### config.mk
export PLATFORM = sky130hd
export DESIGN_NAME = esfa_test_sequencer
export DESIGN_NICKNAME = d
export VERILOG_FILES = /design/src/rtl/esfa_test_pkg.sv /design/src/rtl/esfa_pipe_delay.sv /design/src/rtl/esfa_test_sequencer.sv
export SDC_FILE = /design/constraint.sdc
export NUM_CORES = 1
export LEC_CHECK = 0
export ABC_AREA = 1
export CAP_MARGIN = 25
export CELL_PAD_IN_SITES_DETAIL_PLACEMENT = 0
export CELL_PAD_IN_SITES_GLOBAL_PLACEMENT = 1
export CORE_ASPECT_RATIO = 1.2
export CORE_MARGIN = 2
export CORE_UTILIZATION = 34
export DETAILED_ROUTE_END_ITERATION = 10
export GPL_TIMING_DRIVEN = 0
export PLACE_DENSITY = 0.79
export RECOVER_POWER = 50
export SLEW_MARGIN = 25
export SYNTH_ARGS = -nofsm -noshare
export SYNTH_HDL_FRONTEND = slang
export SYNTH_HIERARCHICAL = 1
export SYNTH_SLANG_ARGS = --single-unit
### constraint.sdc
create_clock -name clk -period 2.4 [get_ports clk]
set_input_delay 0.48 -clock clk [delete_from_list [all_inputs] [get_ports clk]]
set_output_delay 0.48 -clock clk [all_outputs]
set_load 0.01 [all_outputs]
### src/rtl/esfa_test_pkg.sv
// esfa_test_pkg: instruction word layout, pass-code default and sequencer state encoding
package esfa_test_pkg;
  localparam int INSTR_W = 56;
  localparam int FLD_W = 8;
  localparam int WILL_WRITE_BIT = 0;
  localparam int NEW_INDEX_LSB = 8;
  localparam int NEW_VALUE_LSB = 16;
  localparam int METADATA_LSB = 24;
  localparam int IS_METADATA_BIT = 32;
  localparam int SELECTOR_LSB = 40;
  localparam int ASSERT_BIT = 48;
  localparam logic [7:0] PASS_CODE_DEF = 8'h3E;
  typedef enum logic [1:0] {ST_IDLE, ST_RUN, ST_DRAIN, ST_DONE} state_t;
endpackage

### src/rtl/esfa_pipe_delay.sv
// esfa_pipe_delay: WIDTH x DEPTH delay line with per-stage valid and synchronous flush
module esfa_pipe_delay #(
  parameter int WIDTH = 8,
  parameter int DEPTH = 1
) (
  input  logic             clk,
  input  logic             rst,
  input  logic             i_flush,
  input  logic             i_valid,
  input  logic [WIDTH-1:0] i_data,
  output logic             o_valid,
  output logic [WIDTH-1:0] o_data
);
  logic [DEPTH-1:0]            r_v;
  logic [DEPTH-1:0][WIDTH-1:0] r_d;
  // advance every stage by one each cycle; flush empties all stages including the incoming one
  always_ff @(posedge clk or posedge rst)
    if (rst) begin
      r_v <= '0;
      r_d <= '0;
    end else begin
      r_v[0] <= i_valid & ~i_flush;
      r_d[0] <= i_data;
      for (int k = 1; k < DEPTH; k++) begin
        r_v[k] <= r_v[k-1] & ~i_flush;
        r_d[k] <= r_d[k-1];
      end
    end
  assign o_valid = r_v[DEPTH-1];
  assign o_data = r_d[DEPTH-1];
endmodule

### src/rtl/esfa_test_sequencer.sv
// esfa_test_sequencer: streams a ROM test program into the DUT and checks asserted results
module esfa_test_sequencer
  import esfa_test_pkg::*;
#(
  parameter int         ADDR_W       = 6,
  parameter int         NUM_INSTR    = 1,
  parameter int         ROM_LAT      = 1,
  parameter int         DUT_LAT      = 1,
  parameter logic [7:0] PASS_CODE    = PASS_CODE_DEF,
  parameter bit         STOP_ON_FAIL = 1'b1
) (
  input  logic               clk,
  input  logic               rst,
  input  logic               i_start,
  output logic [ADDR_W-1:0]  o_rom_addr,
  input  logic [INSTR_W-1:0] i_rom_data,
  output logic               o_dut_valid,
  output logic               o_dut_will_write,
  output logic [7:0]         o_dut_new_index,
  output logic [7:0]         o_dut_new_value,
  output logic [7:0]         o_dut_metadata,
  output logic               o_dut_is_metadata,
  output logic [7:0]         o_dut_selector,
  input  logic               i_dut_result_bool,
  input  logic [7:0]         i_dut_result_value,
  output logic               o_busy,
  output logic               o_done,
  output logic               o_pass,
  output logic [7:0]         o_result_code,
  output logic [ADDR_W:0]    o_fail_count
);
  localparam logic [ADDR_W-1:0] LAST = ADDR_W'(NUM_INSTR == 0 ? 0 : NUM_INSTR - 1);
  localparam int EW = ADDR_W + 2 + FLD_W;
  if (ADDR_W > 8 || NUM_INSTR > 2 ** ADDR_W || ROM_LAT < 1 || DUT_LAT < 1) begin : g_bad_cfg
    $error("esfa_test_sequencer: illegal parameter combination");
  end
  state_t            r_st, w_nx;
  logic [ADDR_W-1:0] r_addr, w_ridx, r_didx, w_cidx;
  logic [INSTR_W-1:0] r_word;
  logic [EW-1:0]     w_cdata;
  logic              r_dv, w_rv, w_cv, w_casr, w_cb, w_issue, w_go, w_fail, w_kill, w_enter, r_pass;
  logic [7:0]        w_cval, r_rc, w_rc;
  logic [ADDR_W:0]   r_fc, w_fc;
  logic              w_unused;
  assign w_go = (r_st == ST_IDLE || r_st == ST_DONE) && i_start;
  assign {w_casr, w_cb, w_cval, w_cidx} = w_cdata;
  assign w_fail = w_cv && w_casr && (i_dut_result_bool != w_cb || i_dut_result_value != w_cval);
  assign w_kill = STOP_ON_FAIL && w_fail;
  assign w_enter = w_nx == ST_DONE && (r_st != ST_DONE || w_go);
  assign w_fc = w_go ? '0 : (w_fail && !(&r_fc)) ? r_fc + 1'b1 : r_fc;
  assign w_rc = w_go ? 8'h00 : (w_fail && r_fc == '0) ? 8'(w_cidx) : r_rc;
  // state register
  always_ff @(posedge clk or posedge rst)
    if (rst) r_st <= ST_IDLE;
    else r_st <= w_nx;
  // next state and issue strobe; index 0 is already on rom_addr when start is accepted
  always_comb begin
    w_nx = r_st;
    w_issue = 1'b0;
    case (r_st)
      ST_IDLE, ST_DONE:
        if (i_start) begin
          w_issue = NUM_INSTR != 0;
          w_nx = NUM_INSTR == 0 ? ST_DONE : LAST == '0 ? ST_DRAIN : ST_RUN;
        end
      ST_RUN: begin
        w_issue = !w_kill;
        w_nx = w_kill ? ST_DONE : r_addr == LAST ? ST_DRAIN : ST_RUN;
      end
      default: w_nx = (w_kill || (w_cv && w_cidx == LAST)) ? ST_DONE : ST_DRAIN;
    endcase
  end
  // address counter parks at 0 whenever no run is issuing
  always_ff @(posedge clk or posedge rst)
    if (rst) r_addr <= '0;
    else if (w_kill) r_addr <= '0;
    else if (w_issue) r_addr <= r_addr == LAST ? '0 : r_addr + 1'b1;
  esfa_pipe_delay #(.WIDTH(ADDR_W), .DEPTH(ROM_LAT)) u_rom_pipe (
    .clk(clk), .rst(rst), .i_flush(w_kill), .i_valid(w_issue), .i_data(r_addr),
    .o_valid(w_rv), .o_data(w_ridx)
  );
  // register the ROM word onto the DUT-facing fields
  always_ff @(posedge clk or posedge rst)
    if (rst) begin
      r_dv <= 1'b0;
      r_word <= '0;
      r_didx <= '0;
    end else begin
      r_dv <= w_rv & ~w_kill;
      if (w_rv) begin
        r_word <= i_rom_data;
        r_didx <= w_ridx;
      end
    end
  esfa_pipe_delay #(.WIDTH(EW), .DEPTH(DUT_LAT)) u_exp_pipe (
    .clk(clk), .rst(rst), .i_flush(w_kill), .i_valid(r_dv),
    .i_data({r_word[ASSERT_BIT], r_word[IS_METADATA_BIT], r_word[METADATA_LSB +: FLD_W], r_didx}),
    .o_valid(w_cv), .o_data(w_cdata)
  );
  // error count, first failing index, and the final verdict on entry to DONE
  always_ff @(posedge clk or posedge rst)
    if (rst) begin
      r_fc <= '0;
      r_rc <= 8'h00;
      r_pass <= 1'b0;
    end else begin
      r_fc <= w_fc;
      r_rc <= (w_enter && w_fc == '0) ? PASS_CODE : w_rc;
      r_pass <= w_enter ? w_fc == '0 : r_pass & ~w_go;
    end
  assign w_unused = ^{r_word[7:1], r_word[39:33], r_word[55:49]};
  assign o_rom_addr = r_addr;
  assign o_dut_valid = r_dv;
  assign o_dut_will_write = r_word[WILL_WRITE_BIT];
  assign o_dut_new_index = r_word[NEW_INDEX_LSB +: FLD_W];
  assign o_dut_new_value = r_word[NEW_VALUE_LSB +: FLD_W];
  assign o_dut_metadata = r_word[METADATA_LSB +: FLD_W];
  assign o_dut_is_metadata = r_word[IS_METADATA_BIT];
  assign o_dut_selector = r_word[SELECTOR_LSB +: FLD_W];
  assign o_busy = r_st == ST_RUN || r_st == ST_DRAIN;
  assign o_done = r_st == ST_DONE;
  assign o_pass = r_pass;
  assign o_result_code = r_rc;
  assign o_fail_count = r_fc;
endmodule

==> metrics <==
result of the run complete, no violations; Net Sw Frac 31.9%; post-synthesis cell count 446; maximum clock frequency 0.457 GHz; CTS-repair resized insts 0; Vias/cell 4.33; H-tree depth reported by CTS 3; total track usage 14.7%; slowest stage cell, crit path sky130_fd_sc_hd__clkdlybuf4s50_1; startpoint type of the worst setup path flip-flop; maximum root-to-sink buffer count 2; number of global-route vias before repair 3084; number of port buffers 103; fraction of layout instances using a drive strength above 1 12.9%; power density relative to cell area 1210 nW/um^2; Die X 103 microns; share of power burned in combinational logic 40.6%; count of filler cells inserted in the layout 1143; internal power 4.59 mW; path class of the lowest-slack min-delay path reg2reg; Post-CTS Repair Setup Buffers 0; largest net degree at the start of global routing 44; DIE HEIGHT 123 microns; cell-by-cell listing of the critical path inv_1 -> ha_1 -> inv_1 -> clkdlybuf4s50_1; initial cell density of the core 34.6%; area used by multi-input combinational logic 1270 sq um; final antenna diode count 0; clock period minus worst slack 2.19 ns; global-route wire length before repair 14300 microns; Worst Clk Skew 0.00681 ns; slew of the pin with the lowest slew margin 0.961 ns; DRC Markers 0; cell area after placement 5240 sq um; CTS buffer count 9; first-pass iteration count of the detailed router 4; total number of vias 3133; VDD IR max 0.488 mV; Routed Antenna Nets 0; data required time at the worst endpoint 1.92 ns; part of the total power dissipated in the clock network 24.8%; number of enable flip-flop cells after synthesis 0; delay contributed by the slowest stage of the critical path 0.53 ns; register area share after synthesis 55.3%; number of unique standard cell types used by synthesis 33; mapped cell area 3980 sq um; synthesis-to-finish area growth 40.2%; ys async rst share 100%; TritonCTS sink count 88; length in cells of the worst reg-to-reg path 9; WHS Path Cells 0; drt total wl 8560 microns; max-slew violations 0; global-route congestion overflow total 0; Cell Rows 43; final setup margin 0.210 ns; leading register cell type out of synthesis sky130_fd_sc_hd__dfrtp_1; post-placement worst setup slack -0.0969 ns; RSZ-0062 raised after global routing false; family of cells with the greatest summed delay on the critical path buffers and inverters; post-synthesis area per instance 8.93 sq um; Post-CTS Hold Fix Bufs 0; warning count from the yosys run 6; post-DP HPWL 6560 microns; leakage power 2.86 nW; count of cell instances traversed by the critical path 4; final weighted congestion of routability-driven global placement 0.796; overall power consumption 6.75 mW; clock latency on the worst-skew pair 0.33 ns; Max-Slew Margin vs Limit 35.6%; number of synthesized register bits 88; core area 11500 sq um; number of design-rule violations left by the first detailed-router iteration 95; TritonCTS clock tree yes; Hold Vio Cnt, Final 0; final instance area 5580 sq um; register cell area after layout 2200 sq um; master cell of the clock root buffer sky130_fd_sc_hd__clkbuf_16; accumulated negative setup slack 0 ns; Setup CP Type reg2out; worst hold slack across all endpoints 0.373 ns; floorplan die area 12600 sq um; Critical Path End Type output pin; largest driver fanout on the critical path 3; most used cell, CP sky130_fd_sc_hd__inv_1; Maximum Capacitance Violations 0; antenna violations before repair 0; Nets 637; period utilization 91.2%; Crit path arrival time 1.71 ns; Sequential Power Share 34.5%; I/O pin count 127; number of setup violations in the final report 0; P_sw 2.15 mW; clock input transition at the sequential cells of the worst setup and hold paths 0.06 ns; total buffers and inverters traversed by the critical path 3; mean routed wirelength per cell 11.8 microns
## power groups by stage
| stage | combinational (mW) | sequential (mW) | clock (mW) |
|---|---|---|---|
| after detailed placement | 2.80 | 2.36 | 0 |
| final | 2.74 | 2.33 | 1.68 |
| after global placement | 2.75 | 2.33 | 0 |
| after CTS | 2.81 | 2.34 | 1.72 |
| after global routing | 3.08 | 2.40 | 1.78 |
| after floorplan | 1.63 | 2.32 | 0 |
## cell families after synthesis
group                    share of synthesized area [%]
buffers and inverters                             12.9
XOR/XNOR                                          2.20
adder cells (fa/ha/maj)                           2.20
other                                           0.0942
AO/OA/AOI/OAI                                     2.76
AND/OR/NAND/NOR                                   24.6
flip-flops                                        55.3
## cell usage after synthesis, drive strengths merged, types with 2 or more instances
master  count  area, sq um
dfrtp      88         2200
inv        49          184
nor3        2         10.0
buf        38          288
nand3      20          120
nor2       20         92.6
nand2     171          667
o21ai       6         30.0
xnor2       5         43.8
ha          7         87.6
o311ai      5         43.8
nand4      10         68.8
clkbuf     10         37.5
xor2        5         43.8
## per-layer routing
metal | up-vias | wire, microns | global-route usage, %
met4 | 0 | 148 | 6.17
met1 | 1470 | 3600 | 17.9
met5 | - | 0 | 0
met2 | 83 | 4290 | 25.0
met3 | 12 | 527 | 3.30
li1 | 1568 | - | -
## final timing paths
kind / startpoint / to / slack, ns
max: r_st[0]$_DFF_PP0_ / o_busy / 0.21
max reg2reg: r_st[0]$_DFF_PP0_ / o_result_code[1]$_DFFE_PP0P_ / 0.33
max in group asynchronous: rst / r_word[40]$_DFFE_PP0P_ / 0.43
min in group asynchronous: rst / u_rom_pipe/o_data[4]$_DFF_PP0_ / 0.59
min reg2reg: r_didx[0]$_DFFE_PP0P_ / u_exp_pipe/o_data[0]$_DFF_PP0_ / 0.37
min: r_didx[0]$_DFFE_PP0P_ / u_exp_pipe/o_data[0]$_DFF_PP0_ / 0.37
## sequential cells by signal, summed over array words and instances, names as in the netlist
name,flops
u_exp_pipe/o_valid,1
r_word,35
u_exp_pipe/o_data,16
u_rom_pipe/o_valid,1
o_result_code,6
o_fail_count,7
u_rom_pipe/o_data,6
r_st,2
o_rom_addr,6
o_pass,1
o_dut_valid,1
r_didx,6
## layout by cell type, fill, tap and decap left out, types with 2 or more instances in the layout
| cell | instances |
|---|---|
| sky130_fd_sc_hd__nand2_1 | 165 |
| sky130_fd_sc_hd__clkdlybuf4s50_1 | 102 |
| sky130_fd_sc_hd__dfrtp_1 | 88 |
| sky130_fd_sc_hd__inv_1 | 47 |
| sky130_fd_sc_hd__buf_4 | 34 |
| sky130_fd_sc_hd__nand3_1 | 16 |
| sky130_fd_sc_hd__nor2_1 | 13 |
| sky130_fd_sc_hd__clkbuf_1 | 12 |
| sky130_fd_sc_hd__nand4_1 | 9 |
| sky130_fd_sc_hd__clkbuf_16 | 9 |
| sky130_fd_sc_hd__nor2_2 | 7 |
| sky130_fd_sc_hd__ha_1 | 7 |
| sky130_fd_sc_hd__xnor2_1 | 5 |
| sky130_fd_sc_hd__xor2_1 | 5 |
| sky130_fd_sc_hd__o311ai_1 | 5 |
| sky130_fd_sc_hd__o21ai_0 | 5 |
| sky130_fd_sc_hd__nand3_2 | 4 |
| sky130_fd_sc_hd__nand2_2 | 4 |
| sky130_fd_sc_hd__bufinv_16 | 4 |
| sky130_fd_sc_hd__buf_6 | 2 |
| sky130_fd_sc_hd__nor3_1 | 2 |
| sky130_fd_sc_hd__buf_2 | 2 |
| sky130_fd_sc_hd__nand2_4 | 2 |
| sky130_fd_sc_hd__conb_1 | 2 |
## layout make-up
class	instances	share of cell area, %
flip-flops and latches	88	39.4
multi-input cells	261	22.8
repair buffers	104	18.6
plain buffers	48	5.83
clock buffers	11	4.17
well taps	157	3.52
inverters	50	3.38
clock inverters	5	2.31
## through the flow
step	instances	utilization, %
6_report	724	48.5
5_1_grt	724	48.5
4_1_cts	724	48.7
3_5_place_dp	708	45.5
3_3_place_gp	707	45.3
2_1_floorplan	447	-
(Power assumes the default switching activity.)
